`src/rtl/ddr_iod_delay_stepper.sv`:
```
// ddr_iod_delay_stepper: per-lane IOD delay-line tap controller.
// Accepts one tap-move request at a time, issues LOAD/MOVE/DIRECTION pulses on
// the selected channel with settle gaps, and keeps a shadow tap per channel.
module ddr_iod_delay_stepper #(
  parameter  int unsigned NUM_CH   = 9,
  parameter  int unsigned TAP_W    = 8,
  parameter  int unsigned MAX_TAP  = 255,
  parameter  int unsigned INIT_TAP = 1,
  parameter  int unsigned MOVE_GAP = 3,
  localparam int unsigned CH_W     = (NUM_CH > 1) ? $clog2(NUM_CH) : 1
) (
  input  logic                    FAB_CLK,
  input  logic                    SYNC_RST,
  input  logic                    REQ_VALID,
  output logic                    REQ_READY,
  input  logic [CH_W-1:0]         REQ_CH,
  input  logic [TAP_W-1:0]        REQ_TAP,
  input  logic                    REQ_LOAD,
  output logic                    DONE,
  output logic                    DONE_ERR,
  output logic [NUM_CH-1:0]       DELAY_LINE_LOAD,
  output logic [NUM_CH-1:0]       DELAY_LINE_MOVE,
  output logic [NUM_CH-1:0]       DELAY_LINE_DIRECTION,
  input  logic [NUM_CH-1:0]       DELAY_LINE_OUT_OF_RANGE,
  output logic [NUM_CH*TAP_W-1:0] TAP_OUT
);

  typedef enum logic [2:0] {
    S_IDLE, S_LOAD, S_SETUP, S_MOVE, S_GAP, S_DONE
  } state_e;

  localparam logic [TAP_W-1:0] INIT_T   = TAP_W'(INIT_TAP);
  localparam logic [TAP_W-1:0] ONE_T    = TAP_W'(1);
  localparam logic [3:0]       GAP_LAST = 4'(MOVE_GAP - 1);

  state_e             state_q, state_d;
  logic [CH_W-1:0]    ch_q, ch_d;
  logic [TAP_W-1:0]   tgt_q, tgt_d;
  logic [3:0]         gap_q, gap_d;
  logic               post_move_q, post_move_d;
  logic               err_q, err_d;
  logic               dir_q, dir_d;
  logic [TAP_W-1:0]   tap_q [NUM_CH];
  logic [TAP_W-1:0]   tap_d [NUM_CH];
  logic [TAP_W-1:0]   cur_tap, req_cur_tap;
  logic [NUM_CH-1:0]  sel_q, sel_d, req_sel;
  logic               req_bad, oor_sel;
  logic [NUM_CH-1:0]  load_q, load_d, move_q, move_d, dirv_q, dirv_d;
  logic               done_q, done_d, done_err_q, done_err_d, rdy_q, rdy_d;

  function automatic logic [NUM_CH-1:0] onehot(input logic [CH_W-1:0] ch);
    logic [NUM_CH-1:0] v;
    v = '0;
    for (int unsigned c = 0; c < NUM_CH; c++) v[c] = (ch == CH_W'(c));
    return v;
  endfunction

  // Channel decode and shadow-tap lookup for the latched and the incoming channel.
  always_comb begin
    sel_q       = onehot(ch_q);
    req_sel     = onehot(REQ_CH);
    cur_tap     = '0;
    req_cur_tap = '0;
    for (int unsigned c = 0; c < NUM_CH; c++) begin
      if (sel_q[c])   cur_tap     = tap_q[c];
      if (req_sel[c]) req_cur_tap = tap_q[c];
    end
    oor_sel = |(DELAY_LINE_OUT_OF_RANGE & sel_q);
    req_bad = (32'(REQ_CH) >= NUM_CH) || (32'(REQ_TAP) > MAX_TAP);
  end

  // State, request, shadow-tap and registered-output flops.
  always_ff @(posedge FAB_CLK) begin
    if (SYNC_RST) begin
      state_q     <= S_IDLE;
      ch_q        <= '0;
      tgt_q       <= '0;
      gap_q       <= '0;
      post_move_q <= 1'b0;
      err_q       <= 1'b0;
      dir_q       <= 1'b0;
      for (int unsigned c = 0; c < NUM_CH; c++) tap_q[c] <= INIT_T;
      load_q      <= '0;
      move_q      <= '0;
      dirv_q      <= '0;
      done_q      <= 1'b0;
      done_err_q  <= 1'b0;
      rdy_q       <= 1'b0;
    end else begin
      state_q     <= state_d;
      ch_q        <= ch_d;
      tgt_q       <= tgt_d;
      gap_q       <= gap_d;
      post_move_q <= post_move_d;
      err_q       <= err_d;
      dir_q       <= dir_d;
      for (int unsigned c = 0; c < NUM_CH; c++) tap_q[c] <= tap_d[c];
      load_q      <= load_d;
      move_q      <= move_d;
      dirv_q      <= dirv_d;
      done_q      <= done_d;
      done_err_q  <= done_err_d;
      rdy_q       <= rdy_d;
    end
  end

  // Next-state and datapath update. Direction is fixed on entry to SETUP so it
  // is already valid in the first SETUP cycle and held until DONE.
  always_comb begin
    state_d     = state_q;
    ch_d        = ch_q;
    tgt_d       = tgt_q;
    gap_d       = gap_q;
    post_move_d = post_move_q;
    err_d       = err_q;
    dir_d       = dir_q;
    tap_d       = tap_q;
    case (state_q)
      S_IDLE: begin
        if (REQ_VALID && rdy_q) begin
          ch_d  = REQ_CH;
          tgt_d = REQ_TAP;
          err_d = 1'b0;
          if (req_bad) begin
            err_d   = 1'b1;
            state_d = S_DONE;
          end else if (REQ_LOAD) begin
            state_d = S_LOAD;
          end else begin
            state_d = S_SETUP;
            dir_d   = (REQ_TAP > req_cur_tap);
          end
        end
      end
      S_LOAD: begin
        for (int unsigned c = 0; c < NUM_CH; c++) if (sel_q[c]) tap_d[c] = INIT_T;
        gap_d       = GAP_LAST;
        post_move_d = 1'b0;
        state_d     = S_GAP;
      end
      S_SETUP: state_d = (cur_tap == tgt_q) ? S_DONE : S_MOVE;
      S_MOVE: begin
        for (int unsigned c = 0; c < NUM_CH; c++)
          if (sel_q[c]) tap_d[c] = dir_q ? cur_tap + ONE_T : cur_tap - ONE_T;
        gap_d       = GAP_LAST;
        post_move_d = 1'b1;
        state_d     = S_GAP;
      end
      S_GAP: begin
        if (gap_q != '0) begin
          gap_d = gap_q - 4'd1;
        end else if (!post_move_q) begin
          state_d = S_SETUP;
          dir_d   = (tgt_q > cur_tap);
        end else if (oor_sel) begin
          for (int unsigned c = 0; c < NUM_CH; c++)
            if (sel_q[c]) tap_d[c] = dir_q ? cur_tap - ONE_T : cur_tap + ONE_T;
          err_d   = 1'b1;
          state_d = S_DONE;
        end else begin
          state_d = (cur_tap == tgt_q) ? S_DONE : S_MOVE;
        end
      end
      S_DONE:  state_d = S_IDLE;
      default: state_d = S_IDLE;
    endcase
    if (state_d == S_IDLE || state_d == S_LOAD || state_d == S_DONE) dir_d = 1'b0;
  end

  // Output decode from the next state; registered in the flop block above.
  always_comb begin
    sel_d      = onehot(ch_d);
    load_d     = (state_d == S_LOAD) ? sel_d : '0;
    move_d     = (state_d == S_MOVE) ? sel_d : '0;
    dirv_d     = dir_d ? sel_d : '0;
    done_d     = (state_d == S_DONE);
    done_err_d = (state_d == S_DONE) && err_d;
    rdy_d      = (state_d == S_IDLE);
  end

  assign REQ_READY            = rdy_q;
  assign DONE                 = done_q;
  assign DONE_ERR             = done_err_q;
  assign DELAY_LINE_LOAD      = load_q;
  assign DELAY_LINE_MOVE      = move_q;
  assign DELAY_LINE_DIRECTION = dirv_q;

  for (genvar g = 0; g < NUM_CH; g++) begin : g_tap_out
    assign TAP_OUT[g*TAP_W +: TAP_W] = tap_q[g];
  end

endmodule

```
`config.mk`:
```
export PLATFORM = sky130hd
export DESIGN_NAME = ddr_iod_delay_stepper
export DESIGN_NICKNAME = d
export VERILOG_FILES = /design/src/rtl/ddr_iod_delay_stepper.sv
export SDC_FILE = /design/constraint.sdc
export NUM_CORES = 1
export LEC_CHECK = 0
export BUFFER_PORTS_ARGS = -buffer_cell sky130_fd_sc_hd__buf_2
export CAP_MARGIN = 20
export CORE_AREA = 2 2 120 122
export DETAILED_ROUTE_END_ITERATION = 6
export DIE_AREA = 0 0 122 124
export PLACE_DENSITY = 0.87
export SLEW_MARGIN = 0
export SYNTH_ARGS = -nofsm -noshare
export SYNTH_HDL_FRONTEND = slang
export SYNTH_SLANG_ARGS = --single-unit
```
`constraint.sdc`:
```
create_clock -name FAB_CLK -period 3.31 [get_ports FAB_CLK]
set_input_delay 0 -clock FAB_CLK [delete_from_list [all_inputs] [get_ports FAB_CLK]]
set_output_delay 0 -clock FAB_CLK [all_outputs]
set_load 0.1 [all_outputs]
```
# [Word-level counts from Yosys, hierarchy flattened]
# Cells that the tools add are included.
[op_classes] addsub=3 n_lt_le_gt_ge=3 bitwise_logic=4 mux=77 eq_ne=63 reduce_logical=29
[op_table] operator="8-bit two-way mux" n=47
[op_table] operator="72-bit two-way mux" n=3
[op_table] operator="72-bit case mux with 3 select lines" n=1
[op_table] operator="7-bit AND reduction" n=9
[op_table] operator="2-bit inequality test, second input constant" n=31
[op_table] operator="4-bit by 3-bit == test with 1-bit output, second input constant" n=12
[op_table] operator="4-bit by 2-bit == test with 1-bit output, second input constant" n=6
[op_table] operator="3-bit two-way mux" n=6
[op_table] operator="8-bit > comparator" n=2
[op_table] operator="4-bit by 1-bit == test with 1-bit output, second input constant" n=3
[op_table] operator="4-bit == test, second input constant" n=3
[op_table] operator="4-bit logical NOT" n=3
[op_table] operator="4-bit two-way mux" n=3
[op_table] operator="3-bit case mux with 4 select lines" n=1
[op_table] operator="1-bit two-way mux" n=11
[op_table] operator="9-bit bitwise AND" n=1
[op_table] operator="3-bit by 2-bit == test with 1-bit output, second input constant" n=3
[op_table] operator="9-bit OR reduction" n=1
[op_table] operator="8-bit by 1-bit adder with 8-bit output, second input constant" n=1
[op_table] operator="8-bit == test" n=1
[op_table] operator="4-bit case mux with 2 select lines" n=1
[op_table] operator="2-bit OR reduction" n=4
[op_table] operator="8-bit by 1-bit subtractor with 8-bit output, second input constant" n=1
[op_table] operator="3-bit by 1-bit == test with 1-bit output, second input constant" n=2
[op_table] operator="13 further kinds" n=23
[totals] ff_bits=124 elab_cells=201 in_bits=25

# [Logic depth before layout (Yosys ltp)]
[logic_depth] depth_word=22 depth_mapped=19 mapped_depth_nobuf=16

# [Worst setup path before layout]
# Ideal clock, no wire load.
[synth_timing] path_type="register to register" start="register TAP_OUT[13] (netlist name)" end="register tap_q (netlist bit TAP_OUT[17])" t_required_ns=3.224 arrival_ns=3.796 setup_ns=0.086 path_stages_with_launch=15 setup_slack_ns=-0.572 n_path_buf=2 cell_sequence="dfxtp_1 -> mux2i_1 -> mux4_2 -> o31a_1 -> ha_1 -> nand4_1 -> o31ai_1 -> a2bb2oi_1 -> or2_1 -> nand2_1 -> buf_4 -> and3_1 -> buf_2 -> nor2_1 -> a211oi_1"
[synth_lines] element="to (decl)" line="43" source="logic [TAP_W-1:0] tap_q [NUM_CH];"

# [Final worst setup path]
[layout_timing] start="register ch_q[0]" end="register tap_q (netlist bit TAP_OUT[10])"
[layout_between] elab_chain_cells=17 elab_cells_between_ends=35
[layout_rtl] element="from (decl)" line="37" source="logic [CH_W-1:0] ch_q, ch_d;"
[layout_rtl] element="from (signal assigned)" line="91" source="ch_q <= ch_d;"
[layout_rtl] element="4-bit logical NOT" line="54" source="for (int unsigned c = 0; c < NUM_CH; c++) v[c] = (ch == CH_W'(c));"
[layout_rtl] element="8-bit two-way mux (9 in series)" line="65" source="if (sel_q[c]) cur_tap = tap_q[c];"
[layout_rtl] element="8-bit by 1-bit adder with 8-bit output or 8-bit by 1-bit subtractor with 8-bit output (tied branches)" line="144, 157"
[layout_rtl] element="8-bit two-way mux (2 in series)" line="157" source="if (sel_q[c]) tap_d[c] = dir_q ? cur_tap - ONE_T : cur_tap + ONE_T;"
[layout_rtl] element="72-bit two-way mux" line="155" source="end else if (oor_sel) begin"
[layout_rtl] element="72-bit two-way mux" line="152" source="end else if (!post_move_q) begin"
[layout_rtl] element="72-bit two-way mux" line="150" source="if (gap_q != '0) begin"
[layout_rtl] element="72-bit case mux with 3 select lines" line="118" source="case (state_q)"
# Several ways; a longest one is shown, not always the timed one. The select of a mux whose other input is x is not followed.
# A chain may end at the register's enable or synchronous reset.

==> results.yml <==
timing:
  timing.fmax_ghz: 0.285
  hold_violations: 0
  rsz0062_at_grt: "true"
  post-route-period-util: 1.06
  worst_slew_pin_slew_ps: 1270
  slew_violations: 0
  fin_worst_skew_ps: 12.7
  setup_ws_ps: -197
  period_minus_slack_ps: 3510
  setup_viol: 91
  slew_headroom: 0.147
route:
  postRouteWirelength_um: 27500
  drt-vias-per-instance: 6.30
  avgRoutedWirePerCell_um: 20.9
  ant_nets: 0
  drtPass1Iterations: 7
  drc: 2
  vias: 8271
  drt_iter0_markers: 887
critical_path:
  reg2reg_from: "ch_q[0]$_SDFF_PP0_"
  crit_buf_inv: 3
  critPathLaunchType: "flop"
  crit_slowest_cell: "or3b_4"
  crit_fanout: 7
  crit_type: "flop to flop"
  crit_chain: "buf_6, or3b_4, a21oi_4, o41ai_4, nor2_2, inv_2, ha_4, nand4_1, o31ai_2, a2bb2oi_2, or2_4, nand2_8, and3_4, buf_6, mux2i_1, nor2_1"
  cp_top_family: "simple AND/OR/NAND/NOR gates"
  setup.worst_path.start: "ch_q[0]$_SDFF_PP0_"
  required_ps: 3590
  path_common_cell: "buf_6"
  crit_arrival_ps: 3790
  slowest_delay_ps: 400
  crit_path_end_kind: "flop"
power:
  p_leak_nw: 4.22
  vdd_drop_max_mv: 0.497
  power_density_nw_per_um2: 588
  p_total_w: 0.00611
grt:
  grt_pass1_vias: 7528
  antenna_found_initial: 0
  grt-ovfl-total: 0
  grt_util_all_layers: 0.339
  grt_pass1_wl_um: 39500
  grt_max_degree: 66
clock_network:
  clockRootBuffer: "clkbuf_16"
  clkLatencyLatePin_ps: 430
  cts.path.max_buffers: 2
  cts_tree: "yes"
  numCtsBuffers: 17
  clk_pin_slew_worst_paths_ps: 60
  clock-sinks: 124
  cts_max_level: 4
synthesis:
  synth.distinct_cells: 77
  synth_top_area_frac: 0.358
  async_reset_ff_frac: 0
  ys_ff_latch: 124
  ys_top_cells_by_area: "dfxtp_1 36%, nand2_1 6.2%, mux2i_1 5.6%"
  synth_top_cell_by_area: "dfxtp_1"
  synthesis.area_um2: 6940
  postSynthCellCount: 851
  seq_area_frac_synth: 0.358
  synth_edf_count: 0
  syn_avg_cell_area_um2: 8.15
  yosys_warnings: 0
  synth_flop_cell: "dfxtp_1"
  syn_nets: 895
status:
  violations: "design-rule violations, negative setup slack"
  status: "finished, violations left"
final_layout:
  final_area_um2: 10400
  layout_common_cells: "137 x buf_4, 125 x buf_2, 96 x nand2_1"
  area_delta_synth_final_pct: 49.8
  drive_gt1_frac: 0.460
  n_antenna_cell: 0
  regArea_um2: 2600
  multi_input_area_um2: 4700
  mostFrequentLayoutCell: "buf_4"
  fillers: 840
  finalNetCount: 1163
  finish.utilization: 0.757
die:
  die_w_um: 122
  rows: 43
  die_height_um: 124
  core-area_um2: 13700
  io_pins: 127
  start_util: 0.506
  dieArea_um2: 15100
placed_design:
  placed_area_um2: 8740
  detailed_place_hpwl_um: 17600
  io_buffers: 126
  gp_congestion: 0.936
min_path:
  hp-start: "SYNC_RST"
  hold_path.class: "input port to flop"
flow_run:
  drv_cap: 0
power by group:
group / total (W) / internal [W] / leakage (nW) / switching, W
clock network: 0.00188 / 0.00115 / 0.293 / 0.000730
registers: 0.00166 / 0.00156 / 1.04 / 0.000100
logic: 0.00256 / 0.00103 / 2.89 / 0.00153
synthesized netlist by cell type, drive strengths merged (9+ instances only):
master	count
and3	11
nand3b	32
dfxtp	124
o22ai	10
nand2	114
nand2b	15
inv	23
nor2	86
nor2b	14
buf	29
o31ai	16
mux2i	39
ha	19
nor3	18
clkbuf	27
o21ai	44
a21oi	67
nand3	18
a211oi	20
or3	9
cell type report:
type | instances | area share
Multi-Input combinational cell | 649 | 0.452
Inverter | 23 | 0.00831
Clock inverter | 13 | 0.0134
Clock buffer | 19 | 0.0437
Timing Repair Buffer | 304 | 0.210
Tap cell | 180 | 0.0217
Sequential cell | 124 | 0.250
sequential cells by signal, summed over array words and instances, names as in the netlist, 3 cells and up:
name / cells
tgt_q: 8
DELAY_LINE_DIRECTION: 9
DELAY_LINE_MOVE: 9
ch_q: 4
state_q: 3
TAP_OUT: 72
DELAY_LINE_LOAD: 9
gap_q: 4
cell families after synthesis:
group,count (synthesis),share of synthesized area
AO/OA/AOI/OAI,226,0.222
adder cells (fa/ha/maj),19,0.0343
AND/OR/NAND/NOR,352,0.254
XOR/XNOR,4,0.00505
buffers and inverters,79,0.0536
flip-flops,124,0.358
multiplexers,47,0.0731
through the flow:
| step | worst slack (ps) | std cells | hold slack, ps | setup TNS [ps] |
|---|---|---|---|---|
| 4_1_cts | -91.8 | 1294 | 54.5 | -2260 |
| 5_1_grt | -262 | 1312 | 108 | -13780 |
| 2_1_floorplan | -2.61 | 851 | 106 | -2.61 |
| 3_3_place_gp | -224 | 1236 | 254 | -10020 |
| 6_report | -197 | 1312 | 86.3 | -8920 |
| 3_5_place_dp | -417 | 1236 | 255 | -23990 |
path summary, 6_finish.rpt:
check                             end  slack (ps)  depth (start not counted)
max reg2reg  TAP_OUT[10]$_SDFFE_PP0P_        -200                         16
min reg2reg     tgt_q[0]$_SDFFE_PP0P_         450                          2
max          TAP_OUT[10]$_SDFFE_PP0P_        -200                         16
min             gap_q[0]$_SDFFE_PP0P_          90                          2
worst register-to-register path, stage by stage, from the launching register on:
cell       delay [ps]
dfxtp_4           390
buf_6             150
or3b_4            400
a21oi_4           200
o41ai_4           110
nor2_2            160
inv_2              70
ha_4              270
nand4_1           170
o31ai_2           300
a2bb2oi_2         100
or2_4             290
nand2_8           100
and3_4            250
buf_6             110
mux2i_1           200
nor2_1             70
repair_timing:
action,in CTS,in global routing
cloned,1,2
hold endpoints to repair,8,0
pin swaps,32,36
resized for setup,75,98
hold buffers,8,0
buffers inserted,17,17
setup endpoints to repair,93,106
layer usage:
| metal | routed length, um | global-route usage | vias up |
|---|---|---|---|
| li1 | - | - | 3617 |
| met1 | 10300 | 0.421 | 3865 |
| met3 | 2930 | 0.0916 | 154 |
| met4 | 1550 | 0.168 | 0 |
| met5 | 0 | 0 | - |
| met2 | 12700 | 0.544 | 635 |
Note: power is estimated with default switching activity, not from simulation.
